File: src/rtl/pagerank_pkg.sv
// Shared types and default constants for the PageRank iteration controller.
package pagerank_pkg;

  localparam int unsigned WIDTH    = 16;
  localparam int unsigned NUM_ANTS = 4;
  localparam int unsigned MAX_ITER = 400;
  localparam int unsigned EPS      = 4;

  typedef enum logic [2:0] {
    StIdle,
    StStep,
    StWait,
    StCheck,
    StSort,
    StDone
  } state_e;

endpackage

File: src/rtl/pagerank_conv_check.sv
// Per-lane |probe - prev| <= EPS compare; all_stable only once a previous sweep exists.
module pagerank_conv_check #(
  parameter int unsigned WIDTH    = pagerank_pkg::WIDTH,
  parameter int unsigned NUM_ANTS = pagerank_pkg::NUM_ANTS,
  parameter int unsigned EPS      = pagerank_pkg::EPS
) (
  input  logic [NUM_ANTS*WIDTH-1:0] probe_vals,
  input  logic [NUM_ANTS*WIDTH-1:0] prev_vals,
  input  logic                      prev_valid,
  output logic                      all_stable
);

  localparam logic [WIDTH:0] EpsLim = (WIDTH+1)'(EPS);

  logic [NUM_ANTS-1:0] lane_ok;

  for (genvar i = 0; i < NUM_ANTS; i++) begin : g_lane
    logic [WIDTH:0] cur_v;
    logic [WIDTH:0] old_v;
    logic [WIDTH:0] diff;

    // Extra bit keeps the subtraction from wrapping at the 0/max boundary.
    assign cur_v      = {1'b0, probe_vals[i*WIDTH +: WIDTH]};
    assign old_v      = {1'b0, prev_vals[i*WIDTH +: WIDTH]};
    assign diff       = (cur_v >= old_v) ? (cur_v - old_v) : (old_v - cur_v);
    assign lane_ok[i] = (diff <= EpsLim);
  end

  assign all_stable = prev_valid & (&lane_ok);

endmodule

File: src/rtl/pagerank_iter_ctrl.sv
// Sweep scheduler: broadcasts step_go, gathers ant completions, checks convergence, runs top10.
module pagerank_iter_ctrl #(
  parameter int unsigned WIDTH        = pagerank_pkg::WIDTH,
  parameter int unsigned NUM_ANTS     = pagerank_pkg::NUM_ANTS,
  parameter int unsigned ITER_W       = 9,
  parameter int unsigned MAX_ITER     = pagerank_pkg::MAX_ITER,
  parameter int unsigned EPS          = pagerank_pkg::EPS,
  parameter int unsigned STABLE_ITERS = 3,
  parameter int unsigned WAIT_MAX     = 1023
) (
  input  logic                      clk,
  input  logic                      reset,
  input  logic                      start,
  input  logic                      abort,
  input  logic [NUM_ANTS-1:0]       ant_step_done,
  input  logic [NUM_ANTS*WIDTH-1:0] probe_vals,
  input  logic                      sort_done,
  output logic                      step_go,
  output logic                      sort_start,
  output logic                      busy,
  output logic                      done,
  output logic                      converged,
  output logic                      stall_err,
  output logic [ITER_W-1:0]         iter_count
);

  import pagerank_pkg::*;

  localparam int unsigned WdW = $clog2(WAIT_MAX + 1);
  localparam int unsigned ScW = $clog2(STABLE_ITERS + 1);

  state_e                    state_q, state_d;
  logic [NUM_ANTS-1:0]       mask_q, mask_d;
  logic [WdW-1:0]            wd_q, wd_d;
  logic [NUM_ANTS*WIDTH-1:0] prev_q, prev_d;
  logic                      prev_valid_q, prev_valid_d;
  logic [ScW-1:0]            stable_cnt_q, stable_cnt_d;
  logic [ITER_W-1:0]         iter_q, iter_d;
  logic                      conv_q, conv_d;
  logic                      stall_q, stall_d;
  logic                      sort_issued_q;
  logic                      all_stable;

  pagerank_conv_check #(
    .WIDTH    (WIDTH),
    .NUM_ANTS (NUM_ANTS),
    .EPS      (EPS)
  ) u_conv_check (
    .probe_vals (probe_vals),
    .prev_vals  (prev_q),
    .prev_valid (prev_valid_q),
    .all_stable (all_stable)
  );

  always_comb begin
    state_d      = state_q;
    mask_d       = mask_q;
    wd_d         = wd_q;
    prev_d       = prev_q;
    prev_valid_d = prev_valid_q;
    stable_cnt_d = stable_cnt_q;
    iter_d       = iter_q;
    conv_d       = conv_q;
    stall_d      = stall_q;

    unique case (state_q)
      StIdle, StDone: begin
        if (start) begin
          state_d      = StStep;
          iter_d       = '0;
          stable_cnt_d = '0;
          prev_valid_d = 1'b0;
          conv_d       = 1'b0;
          stall_d      = 1'b0;
        end
      end
      StStep: begin
        mask_d  = '0;
        wd_d    = '0;
        state_d = StWait;
      end
      StWait: begin
        mask_d = mask_q | ant_step_done;
        wd_d   = wd_q + 1'b1;
        if (&mask_d) begin
          state_d = StCheck;
        end else if (wd_d == WdW'(WAIT_MAX)) begin
          stall_d = 1'b1;
          conv_d  = 1'b0;
          state_d = StSort;
        end
      end
      StCheck: begin
        if (all_stable) begin
          stable_cnt_d = (&stable_cnt_q) ? stable_cnt_q : stable_cnt_q + 1'b1;
        end else begin
          stable_cnt_d = '0;
        end
        prev_d       = probe_vals;
        prev_valid_d = 1'b1;
        iter_d       = iter_q + 1'b1;
        if (stable_cnt_d == ScW'(STABLE_ITERS)) begin
          conv_d  = 1'b1;
          state_d = StSort;
        end else if (iter_d == ITER_W'(MAX_ITER)) begin
          conv_d  = 1'b0;
          state_d = StSort;
        end else begin
          state_d = StStep;
        end
      end
      StSort: begin
        if (sort_done) begin
          state_d = StDone;
        end
      end
      default: state_d = StIdle;
    endcase

    // abort overrides everything, including a simultaneous start.
    if (abort) begin
      state_d = StIdle;
      conv_d  = 1'b0;
      stall_d = 1'b0;
    end
  end

  always_ff @(posedge clk) begin
    if (reset) begin
      state_q       <= StIdle;
      mask_q        <= '0;
      wd_q          <= '0;
      prev_q        <= '0;
      prev_valid_q  <= 1'b0;
      stable_cnt_q  <= '0;
      iter_q        <= '0;
      conv_q        <= 1'b0;
      stall_q       <= 1'b0;
      sort_issued_q <= 1'b0;
    end else begin
      state_q       <= state_d;
      mask_q        <= mask_d;
      wd_q          <= wd_d;
      prev_q        <= prev_d;
      prev_valid_q  <= prev_valid_d;
      stable_cnt_q  <= stable_cnt_d;
      iter_q        <= iter_d;
      conv_q        <= conv_d;
      stall_q       <= stall_d;
      sort_issued_q <= (state_q == StSort);
    end
  end

  always_comb begin
    step_go    = (state_q == StStep);
    sort_start = (state_q == StSort) && !sort_issued_q;
    busy       = (state_q != StIdle) && (state_q != StDone);
    done       = (state_q == StDone);
    converged  = conv_q;
    stall_err  = stall_q;
    iter_count = iter_q;
  end

endmodule
File: config.mk
export PLATFORM = sky130hd
export DESIGN_NAME = pagerank_iter_ctrl
export DESIGN_NICKNAME = d
export VERILOG_FILES = /design/src/rtl/pagerank_pkg.sv /design/src/rtl/pagerank_conv_check.sv /design/src/rtl/pagerank_iter_ctrl.sv
export SDC_FILE = /design/constraint.sdc
export NUM_CORES = 1
export LEC_CHECK = 0
export CAP_MARGIN = 25
export CORE_MARGIN = 2
export CORE_UTILIZATION = 45
export DETAILED_ROUTE_END_ITERATION = 10
export DONT_BUFFER_PORTS = 1
export SLEW_MARGIN = 20
export SYNTH_ARGS = -nofsm -noshare
export SYNTH_HDL_FRONTEND = slang
export SYNTH_SLANG_ARGS = --single-unit
File: constraint.sdc
create_clock -name clk -period 7 [get_ports clk]
set_clock_uncertainty 0.1 [all_clocks]
set_input_delay 1.05 -clock clk [delete_from_list [all_inputs] [get_ports clk]]
set_output_delay 1.05 -clock clk [all_outputs]
set_load 0.005 [all_outputs]
# ---- Word-level counts from Yosys, hierarchy flattened
# Index checks and enable logic that the tools add are counted.
# W data, S select, Z words.
dict set report classes {
  n_addsub 11
  magnitude_cmp 8
  n_eq_ne 15
  muxes 30
  bitwise_logic 2
  n_reduce_logical 18
}
# operator n
set op_table {}
lappend op_table {{$sub A16 B16 Y17} 8}
lappend op_table {{$le A17 B3 Y1 const B} 4}
lappend op_table {{$mux W17} 4}
lappend op_table {{$ge A16 B16 Y1} 4}
lappend op_table {{$pmux W10 S2} 1}
lappend op_table {{$mux W3} 6}
lappend op_table {{$pmux W9 S2} 1}
lappend op_table {{$pmux W3 S5} 1}
lappend op_table {{$reduce_and A4 Y1} 3}
lappend op_table {{$add A10 B1 Y10 const B} 1}
lappend op_table {{$eq A10 B10 Y1 const B} 1}
lappend op_table {{$add A9 B1 Y9 const B} 1}
lappend op_table {{$eq A9 B9 Y1 const B} 1}
lappend op_table {{$mux W9} 1}
lappend op_table {{$ne A3 B3 Y1 const B} 3}
lappend op_table {{$mux W2} 4}
lappend op_table {{$ne A2 B2 Y1 const B} 4}
lappend op_table {{$pmux W4 S2} 1}
lappend op_table {{$mux W1} 7}
lappend op_table {{$eq A3 B2 Y1 const B} 2}
lappend op_table {{$eq A3 B3 Y1 const B} 2}
lappend op_table {{$reduce_bool A2 Y1} 3}
lappend op_table {{$reduce_bool A3 Y1} 2}
lappend op_table {{$reduce_and A5 Y1} 1}
lappend op_table {{14 further kinds} 18}
dict set report totals {
  reg_bits 96
  input_bits 73
  output_inout_bits 15
  word_cells 94
}

# ---- Depth between registers and ports, before layout
# Gate-level depths: netlist of run 1.
dict set report depth {
  word_depth 10
  ltp_mapped 17
}

# ---- Modules after synthesis
# From an unflattened synthesis of run 1, not the netlist that was laid out.
dict set report unflattened {
  hier_cells 1481
  hier_area_um2 10396.2
}
# module n_inst cells_each area_each_um2
set by_module_without_submodules {}
lappend by_module_without_submodules {pagerank_conv_check 1 960 6348.6}
lappend by_module_without_submodules {pagerank_iter_ctrl 1 521 4047.6}

# ---- Worst setup path before layout of run 1
# No wires, ideal clock.
dict set report synth_timing {
  path_type {input to register}
  startpoint {in probe_vals[46]}
  endpoint {reg conv_q (netlist: converged)}
  setup_time_ns 0.122
  arrival_ns 4.911
  required_ns 6.778
  setup_slack_ns 1.867
  cell_stages 17
  n_path_buf 3
  path_cell_list {inv_1 -> ha_1 -> buf_2 -> and3_1 -> buf_6 -> nand2_4 -> o41a_4 -> and2_4 -> buf_6 -> or3_4 -> and4_4 -> or4_1 -> a2111oi_2 -> nand4_1 -> o41ai_2 -> a2111oi_1 -> a311o_1}
}
dict set report synth_via {
  elab_chain_len 10
  word_cells_on_any_way 14
  classes_between {2 x add/sub; 2 x order compare; 2 x eq/ne; 5 x mux; 1 x bitwise; 2 x reduce/logical}
}
# item line_no
set synth_lines {}
lappend synth_lines {{start, declared} pagerank_iter_ctrl.sv:16} ;# input logic [NUM_ANTS*WIDTH-1:0] probe_vals,
lappend synth_lines {{$sub A16 B16 Y17 / $ge A16 B16 Y1 (equally long branches)} pagerank_conv_check.sv:25} ;# assign diff = (cur_v >= old_v) ? (cur_v - old_v) : (old_v - cur_v);
lappend synth_lines {{$mux W17 (*)} pagerank_conv_check.sv:25}
lappend synth_lines {{$le A17 B3 Y1 (*)} pagerank_conv_check.sv:26} ;# assign lane_ok[i] = (diff <= EpsLim);
lappend synth_lines {{$reduce_and A4 Y1 (*)} pagerank_conv_check.sv:29} ;# assign all_stable = prev_valid & (&lane_ok);
lappend synth_lines {{$and A1 B1 Y1 (*)} pagerank_conv_check.sv:29}
lappend synth_lines {{$mux W2 (*)} pagerank_iter_ctrl.sv:94} ;# if (all_stable) begin
lappend synth_lines {{$mux W2 (*)} pagerank_iter_ctrl.sv:66} ;# unique case (state_q)
lappend synth_lines {{$eq A2 B2 Y1 (*)} pagerank_iter_ctrl.sv:102} ;# if (stable_cnt_d == ScW'(STABLE_ITERS)) begin
lappend synth_lines {{$ne A3 B3 Y1 (no line) / $mux W1 (equally long branches)} n/a}
lappend synth_lines {{$reduce_and A5 Y1 (no line) / $pmux W1 S3 (equally long branches)} n/a}
lappend synth_lines {{end signal, assigned} pagerank_iter_ctrl.sv:148} ;# conv_q <= conv_d;
lappend synth_lines {{end, declared} pagerank_iter_ctrl.sv:39} ;# logic conv_q, conv_d;
# Every way passes the cells marked *; elsewhere a longest branch is shown, timed or not. The select of a mux whose other input is x is not followed.
# A chain may end at the register's enable or synchronous reset.

# ---- Worst setup path in the final report of run 1
dict set report layout_timing {
  startpoint {in probe_vals[41]}
  endpoint {reg conv_q (netlist: converged)}
}
# The elaborated chain is that of the path after synthesis.

==> results of run 1 <==
==> tightest hold or removal path: stages (launching register included) <==
cell,delay (ps)
dfxtp_1,330
nand2_1,60
a21oi_1,50
==> area by class of cell <==
class,instances,area [sq um]
clock buffer,9,225.2
clock inverter,7,93.84
fill,2451,12280
inverter,152,570.5
multi-input combinational,1209,7884
sequential,96,1922
tap,319,399.1
timing repair buffer,4,30.03
==> worst max path at each step <==
| stage | slack [ps] | depth (start not counted) | from | endpoint |
|---|---|---|---|---|
| 6_report | 1800 | 14 | probe_vals[41] | converged$_SDFFE_PP0P_ |
| 4_1_cts | 1780 | 14 | probe_vals[41] | converged$_SDFFE_PP0P_ |
| 2_1_floorplan | 1870 | 17 | probe_vals[46] | converged$_SDFFE_PP0P_ |
| 3_3_place_gp | 1480 | 14 | probe_vals[41] | converged$_SDFFE_PP0P_ |
| 3_5_place_dp | 1370 | 14 | probe_vals[45] | converged$_SDFFE_PP0P_ |
| 5_1_grt | 1530 | 14 | probe_vals[41] | converged$_SDFFE_PP0P_ |
==> per-layer routing <==
metal	global-route usage, %	wire length (microns)	up-vias
met5	0	22	-
met4	5.834	414	4
met3	3.947	1712	32
met2	38.05	13030	258
met1	32.11	13900	4801
li1	-	-	5271
==> cell families (layout without fill, tap and decap cells) <==
kind of cell | Yosys count | after routing
buffers and inverters | 235 | 172
xor gates and xnor gates | 56 | 56
muxes | 16 | 16
DFF | 96 | 96
AOI/OAI and AO/OA | 516 | 516
and+or+nand+nor | 490 | 490
adders and majority gates | 131 | 131
==> cell usage in the layout, fill, tap and decap left out, types with 13 or more instances in the layout <==
cell type | synthesis | final
inv_1 | 152 | 152
nand3_1 | 37 | 37
mux2i_1 | 13 | 13
nand2_1 | 221 | 220
a21oi_1 | 207 | 207
nor3_1 | 26 | 26
o21a_1 | 17 | 17
o21bai_1 | 16 | 16
xnor2_1 | 25 | 25
nand4_1 | 22 | 22
xor2_1 | 31 | 31
dfxtp_1 | 96 | 96
o21ai_0 | 77 | 77
ha_1 | 131 | 131
a21o_1 | 48 | 48
nor2_1 | 80 | 79
a22oi_1 | 13 | 13
nor2b_1 | 21 | 21
a211oi_1 | 17 | 17
a31oi_1 | 16 | 16
==> per-stage QoR <==
| step | instance area [sq um] | total power [uW] | hold slack (ps) |
|---|---|---|---|
| finish | 11120 | 1425 | 372.9 |
| floorplan | 10710 | 827.5 | 349.8 |
| global placement | 10800 | 887.2 | 355.8 |
| global route | 11120 | 1504 | 390.8 |
| detailed placement | 10800 | 886.0 | 354.1 |
| CTS | 11120 | 1441 | 368.6 |
==> power breakdown <==
group / switching [uW] / internal (uW)
combinational: 200 / 126
sequential: 5.84 / 548
clock: 286 / 260
total: 492 / 934
==> registers in the layout, indices dropped and copies added (netlist names) <==
register and flops:
converged 1, iter_count 9, mask_q 4, prev_q 64, prev_valid_q 1, sort_issued_q 1, stable_cnt_q 2, stall_err 1
state_q 3, wd_q 10
==> run metrics, run 1 <==
status=finished clean; syn avg cell area=6.956 sq um; Slew headroom=43.72%; min-delay worst type=reg2reg; CTS buffer count=9; Tot GR Track Use=between 20% and 30%; Placement Rows=between 50 and 60; static leakage=0.004624 uW; hold-fix buffers at CTS=0; share of cells above drive strength 1=2.911%; WHS Endpoint=stable_cnt_q[1]$_SDFFE_PP0P_; Critical Path Most Common Cell=nand4_1; largest stage delay on the critical path=~530 ps; Worst-Margin Slew=between 800 and 900 ps; hold-critical path depth=2; area delta synth->final=3.842%; sequential area share after synthesis=between 10% and 20%; wire length of the first global-routing pass=around 48000 microns; Post-synth EDFFs=0; Hold Vio Cnt, Final=0; drt total wl=29080 microns; vias in the first global route=roughly 9500; post-synthesis simple-gate area fraction=21.43%; yosys synthesis warning count=0; Max FO, Critical Path=13; setup bufs post-CTS=0; Max Cap Viol=0; Final GP Congestion=0.9227; post-route minimum period=~5200 ps; Antenna Nets Post-Route=0; asr flop ratio synth=0%; Finished Layout Cells=~1800; crit share post-route=74.34%; post-route core utilization=47.54%; worst setup margin=approximately 1800 ps; Worst Path Required=7170 ps; setup tns final=0 ps; nets=1676; Critical R2R Capture=converged$_SDFFE_PP0P_; hpwl dp=21910 microns; Pwr per Cell Area=128.1 nW/um^2; Post-Synth Adder-Cell Area=between 10% and 20%; clock-pin transition on the worst setup and hold timing paths=90 ps; mux share of post-synthesis cell area=1.530%; Hold Path Origin=stable_cnt_q[0]$_SDFFE_PP0P_; Slew Limit Fails=0; Net Count, Synth=1744; largest net degree at the start of global routing=95; Inst Count DP=1780; Die H=158.3 microns; Synth top area share=17.94%; Core Area=23400 sq um; worst skew pair latency=370 ps; initial drt markers=657; CTS tree=built; I/O Pins=approximately 90; commonest cells in the netlist=nand2_1, a21oi_1, inv_1; Worst setup EP type=flop; Critical Path Slowest Stage Cell=or4_1; post-synthesis register bit count=96; CP Cell Sequence=inv_1 -> ha_1 -> nand4_1 -> or2_0 -> o41a_4 -> and2_4 -> or3_4 -> and4_4 -> or4_1 -> a2111oi_2 -> nand4_1 -> o41ai_2 -> a2111oi_1 -> a311o_1; Max clock buf depth=2; largest delay contributor family on the critical path=simple AND/OR/NAND/NOR gates; worst slack, placed=1371 ps; Via-to-Cell Ratio=5.772; drt wl/cell=between 15 and 20 microns; WP buf/inv=1; Residual DRC=0; Post-Syn Area=10710 sq um; Initial Utilization=45.78%; xor/xnor share of the synthesized area=roughly 4.6%; # diodes=0; initial antenna violation count=2; CTS Root Cell=clkbuf_16; global route total overflow=0; top-count cell post-synth=nand2_1; launching element type of the critical path=input pin; main combinational cell family by area after synthesis=compound AO/OA/AOI/OAI gates; reg2reg start=prev_q[41]$_SDFFE_PP0P_; Area contributors post-synth=dfxtp_1, ha_1, a21oi_1; Resized Gates After CTS=0; Peak VDD IR=0.08759 mV; critical path type=in2reg; Initial DRT Pass Iterations=5; post-synthesis compound-gate area fraction=30.59%; Die X=158.3 microns; main flop type after synthesis=dfxtp_1; post-synth cell types=81; detailed-route via count=10370; Worst R2R Setup Slack=2160 ps; post-synthesis cell count=1540; endpoints failing setup=0; highest achievable clock rate=approximately 190 MHz; RSZ-0062 raised after global routing=false; Critical Path AT=5370 ps; worst reg-to-reg path cell count=13; IO buf count=0; htree depth=3; Sink Count=between 90 and 100; leading area contributor after synthesis=dfxtp_1; Die ar.=25060 sq um
Power figures use the tool's default switching activity.
==> run 2, diff against run 1 <==
clock period = 4.95 ns   (was 7 ns; I/O delays follow)
==> run 2 against run 1 <==
- die area unchanged
- highest routed layer unchanged
- sequential power rose by 41%
- via count is 2.5% higher
- clock-buffer cell count is the same
- wire length grew 0.83%
- power rose by 45%
- cell count increased by 3.2%
==> run metrics, run 2 (synthesis gave the netlist of run 1 again) <==
status=finished clean; Critical R2R Capture=converged$_SDFFE_PP0P_; critical path type=in2reg; Critical Path Slowest Stage Cell=or4_1; CTS tree=built; hold-critical path depth=1; CTS buffer count=9; clock-pin transition on the worst setup and hold timing paths=~80 ps; vias in the first global route=9846; Initial DRT Pass Iterations=5; Resized Gates After CTS=0; largest delay contributor family on the critical path=simple AND/OR/NAND/NOR gates; Sink Count=96; max FFs per register=64; Via-to-Cell Ratio=5.734; WHS Endpoint=iter_count[1]$_SDFFE_PP0P_; WP buf/inv=1; hpwl dp=22610 microns; Net Sw Power=677.2 uW; launching element type of the critical path=input pin; static leakage=0.004901 uW; Tot Pwr=2063 uW; initial antenna violation count=1; crit share post-route=93.00%; commonest non-fill, non-tap cell in the layout=nand2_1; Die X=158.3 microns; sequential share of power=37.8%; multi-input logic area=7876 sq um; Worst setup EP type=flop; fillers=2447; Placement Rows=56; area delta synth->final=7.755%; Max clock buf depth=2; hold-fix buffers at CTS=0; Worst Path Required=5110 ps; Internal=1386 uW; post-route core utilization=49.33%; post-route minimum period=approximately 4600 ps; Area after DPL=11230 sq um; endpoints failing setup=0; nets=around 1700; reg2reg start=prev_q[36]$_SDFFE_PP0P_; detailed-route via count=10630; Hold Vio Cnt, Final=0; Pwr per Cell Area=178.7 nW/um^2; IO buf count=0; worst reg-to-reg path cell count=13; largest stage delay on the critical path=~540 ps; I/O Pins=88; min-delay worst type=in2reg; Max FO, Critical Path=5; worst skew pair latency=between 300 and 400 ps; Peak VDD IR=about 0.13 mV; Initial Utilization=a little under half; Core Area=about 23000 sq um; register area=1922 sq um; global route total overflow=0; htree depth=3; setup bufs post-CTS=0; Die ar.=25060 sq um; switching share of power=between 30% and 40%; Final GP Congestion=0.9238; Worst R2R Setup Slack=410 ps; drt total wl=roughly 30000 microns; setup tns final=0 ps; initial drt markers=659; Residual DRC=0; power share of the combinational group=24.0%; wire length of the first global-routing pass=48530 microns; Slew Limit Fails=0; design area=11540 sq um; Tot GR Track Use=23.48%; Worst-Margin Slew=a little under 900 ps; Antenna Nets Post-Route=0; Hold Path Origin=reset; largest net degree at the start of global routing=95; highest achievable clock rate=about 220 MHz; RSZ-0062 raised after global routing=false; most frequent cells in the layout=nand2_1, a21oi_1, inv_1; share of cells above drive strength 1=6.454%; # diodes=0; drt wl/cell=approximately 16 microns; Max Cap Viol=0; Reg with most FFs=prev_q; CP Cell Sequence=inv_1 -> ha_1 -> nand4_1 -> or2_0 -> o41a_4 -> and2_4 -> or3_4 -> and4_4 -> or4_1 -> a2111oi_2 -> nand4_1 -> o41ai_2 -> a2111oi_1 -> a311o_1; CTS Root Cell=clkbuf_16; Slew headroom=41.25%; Critical Path AT=4760 ps; smallest hold slack=335.1 ps; Critical Path Most Common Cell=nand4_1; Die H=158.3 microns; Clk network pwr share=38.2%
## run 2: cell count changes in the layout (fill, tap and decap cells not counted), sizes merged
cell    change
inv         +2
bufinv      +1
clkinv      -3
buf        +57
## run 2: how the worst max path moves through the flow
| stage | end | from | cells past startpoint |
|---|---|---|---|
| after floorplan | converged$_SDFFE_PP0P_ | probe_vals[46] | 17 |
| after global routing | converged$_SDFFE_PP0P_ | probe_vals[37] | 14 |
| final | converged$_SDFFE_PP0P_ | probe_vals[36] | 14 |
| after detailed placement | converged$_SDFFE_PP0P_ | probe_vals[36] | 14 |
| after CTS | converged$_SDFFE_PP0P_ | probe_vals[36] | 14 |
| after global placement | converged$_SDFFE_PP0P_ | probe_vals[36] | 14 |
## run 2: through the flow
step / worst slack (ps) / std cells
2_1_floorplan: 124.8 / 1540
3_3_place_gp: 57.78 / 1837
6_report: 346.4 / 1853
4_1_cts: 338.5 / 1853
5_1_grt: 111.6 / 1853
3_5_place_dp: -29.98 / 1837
## run 2: layout make-up
class	count	area share, %
multi-input cells	1209	68.23
flip-flops and latches	96	16.65
inverters	152	4.943
repair buffers	61	3.967
well taps	319	3.458
clock buffers	9	1.951
clock inverters	7	0.8021
## run 2: power by group through the flow
stage                     logic (uW)  clock network, uW  registers (uW)
after floorplan                  375                  0             795
after global placement           487                  0             798
after detailed placement         487                  0             798
after CTS                        491                808             780
after global routing             552                837             781
final                            496                787             780
## run 2: metal layers
metal | global-route usage, % | routed length, microns | up-vias
met1 | 31.34 | 13900 | 4976
met2 | 39.32 | 13400 | 234
met5 | 0 | 13 | -
met4 | 5.491 | 419 | 2
li1 | - | - | 5385
met3 | 4.328 | 1585 | 29
==> run 3, diff against run 2 <==
--- a/config.mk
+++ b/config.mk
@@ -11,4 +11,5 @@
 export DETAILED_ROUTE_END_ITERATION = 10
 export DONT_BUFFER_PORTS = 1
+export GPL_ROUTABILITY_DRIVEN = 1
 export SLEW_MARGIN = 20
 export SYNTH_ARGS = -nofsm -noshare
==> constraint.sdc (replaced) <==
create_clock -name clk -period 4.95 [get_ports clk]
set_clock_uncertainty 0.1 [all_clocks]
set_input_delay 0.7425 -clock clk [delete_from_list [all_inputs] [get_ports clk]]
set_output_delay 0.7425 -clock clk [all_outputs]
set_load 0.05 [all_outputs]
==> run 3 against run 2 <==
- worst setup slack improved by 65 ps
- critical endpoint unchanged
- global-route usage down 0.21 points
- highest routed layer is now met4
- worst hold slack improved by 4.2 ps
- critical path type unchanged
==> run metrics, run 3 (synthesis gave the netlist of run 1 again) <==
min-delay worst type=in2reg; Max FO, Critical Path=5; Max clock buf depth=2; Antenna Nets Post-Route=0; Global Route met3 Usage=4.001%; worst setup margin=slightly above 400 ps; setup tns final=0 ps; Final GP Congestion=0.9288; drt total wl=around 29000 microns; met2 Use GR=38.55%; hold-fix buffers at CTS=0; critical path type=in2reg; largest net degree at the start of global routing=95; Tot Pwr=2054 uW; Worst Path Required=5110 ps; Critical Path Slowest Stage Cell=or4_1; Initial DRT Pass Iterations=6; largest stage delay on the critical path=520 ps; htree depth=3; Finished Layout Cells=1855; Resized Gates After CTS=0; Reg with most FFs=prev_q; I/O Pins=88; max FFs per register=64; most frequent cells in the layout=nand2_1, a21oi_1, inv_1; area delta synth->final=7.837%; Worst setup EP type=flop; global route total overflow=0; fillers=2453; RSZ-0062 raised after global routing=false; worst skew pair latency=370 ps; post-route core utilization=about 49%; nets=around 1700; Slew Limit Fails=0; WP buf/inv=1; setup bufs post-CTS=0; Peak VDD IR=approximately 0.16 mV; drt wl/cell=about 16 microns; CP Cell Sequence=inv_1 -> ha_1 -> nand4_1 -> or2_0 -> o41a_4 -> and2_4 -> or3_4 -> and4_4 -> or4_1 -> a2111oi_2 -> nand4_1 -> o41ai_2 -> a2111oi_1 -> a311o_1; Slew headroom=between 30% and 40%; launching element type of the critical path=input pin; status=finished clean; clock-pin transition on the worst setup and hold timing paths=90 ps; CTS buffer count=9; hpwl dp=22490 microns; Die ar.=approximately 25000 sq um; Critical Path AT=between 4000 and 5000 ps; Core Area=roughly 23000 sq um; Initial Utilization=45.78%; post-route minimum period=4539 ps; Placement Rows=56; CTS Root Cell=clkbuf_16; wire length of the first global-routing pass=47850 microns; Critical Path Most Common Cell=nand4_1; Residual DRC=0; Tot GR Track Use=23.27%; # diodes=0; Inst Count DP=1839; detailed-route via count=approximately 10000; Pwr per Cell Area=177.8 nW/um^2; Hold Vio Cnt, Final=0; Max Cap Viol=0; GR Util met1=31.07%; busiest grt layer=met2; largest delay contributor family on the critical path=simple AND/OR/NAND/NOR gates; Sink Count=96; CTS tree=built; commonest non-fill, non-tap cell in the layout=nand2_1; Die X=158.3 microns; Worst-Margin Slew=~980 ps; initial drt markers=701; crit share post-route=around nine tenths; IO buf count=0; Die H=158.3 microns; highest achievable clock rate=roughly 220 MHz; static leakage=around 0.0049 uW; worst slack, placed=18.51 ps; vias in the first global route=~10000; endpoints failing setup=0; Via-to-Cell Ratio=around 5.6; initial antenna violation count=0; share of cells above drive strength 1=6.576%
[run 3: cell types whose count changed in the layout (fill, tap and decap cells not counted), sizes merged]
cell	previous run	this run
buf	61	63
bufinv	1	0
inv	157	158
[run 3: area by class of cell]
cell class / instances / area [sq um] / area share, %
Sequential cell: 96 / 1922 / 16.64
Multi-Input combinational cell: 1209 / 7876 / 68.18
Clock inverter: 7 / 86.33 / 0.7473
Clock buffer: 9 / 225.2 / 1.950
Tap cell: 319 / 399.1 / 3.455
Inverter: 152 / 570.5 / 4.939
Timing Repair Buffer: 63 / 473.0 / 4.094
[run 3: through the flow]
stage,area (sq um),hold WS (ps)
2_1_floorplan,10710,349.8
3_3_place_gp,11240,356.1
3_5_place_dp,11240,358.5
4_1_cts,11550,317.5
5_1_grt,11550,318.2
6_report,11550,339.3
[run 3: path summary, 6_finish.rpt]
check,start,end,slack [ps],depth (start not counted)
max reg2reg,prev_q[37]$_SDFFE_PP0P_,converged$_SDFFE_PP0P_,460,13
min,abort,stall_err$_SDFFE_PP0P_,340,1
max,probe_vals[37],converged$_SDFFE_PP0P_,410,14
min reg2reg,stable_cnt_q[0]$_SDFFE_PP0P_,stable_cnt_q[1]$_SDFFE_PP0P_,360,2
[run 3: per-layer routing]
metal,up-vias,part of all wire (%),routed length [microns]
met1,4794,48,14080
met3,36,4.8,1418
met5,-,0,0
li1,5391,-,-
met4,0,1.9,555
met2,230,45,13230
[run 3: report_power, final]
group / internal, uW / switching (uW)
Combinational: 203 / 301
Clock: 370 / 400
Sequential: 775 / 5.13
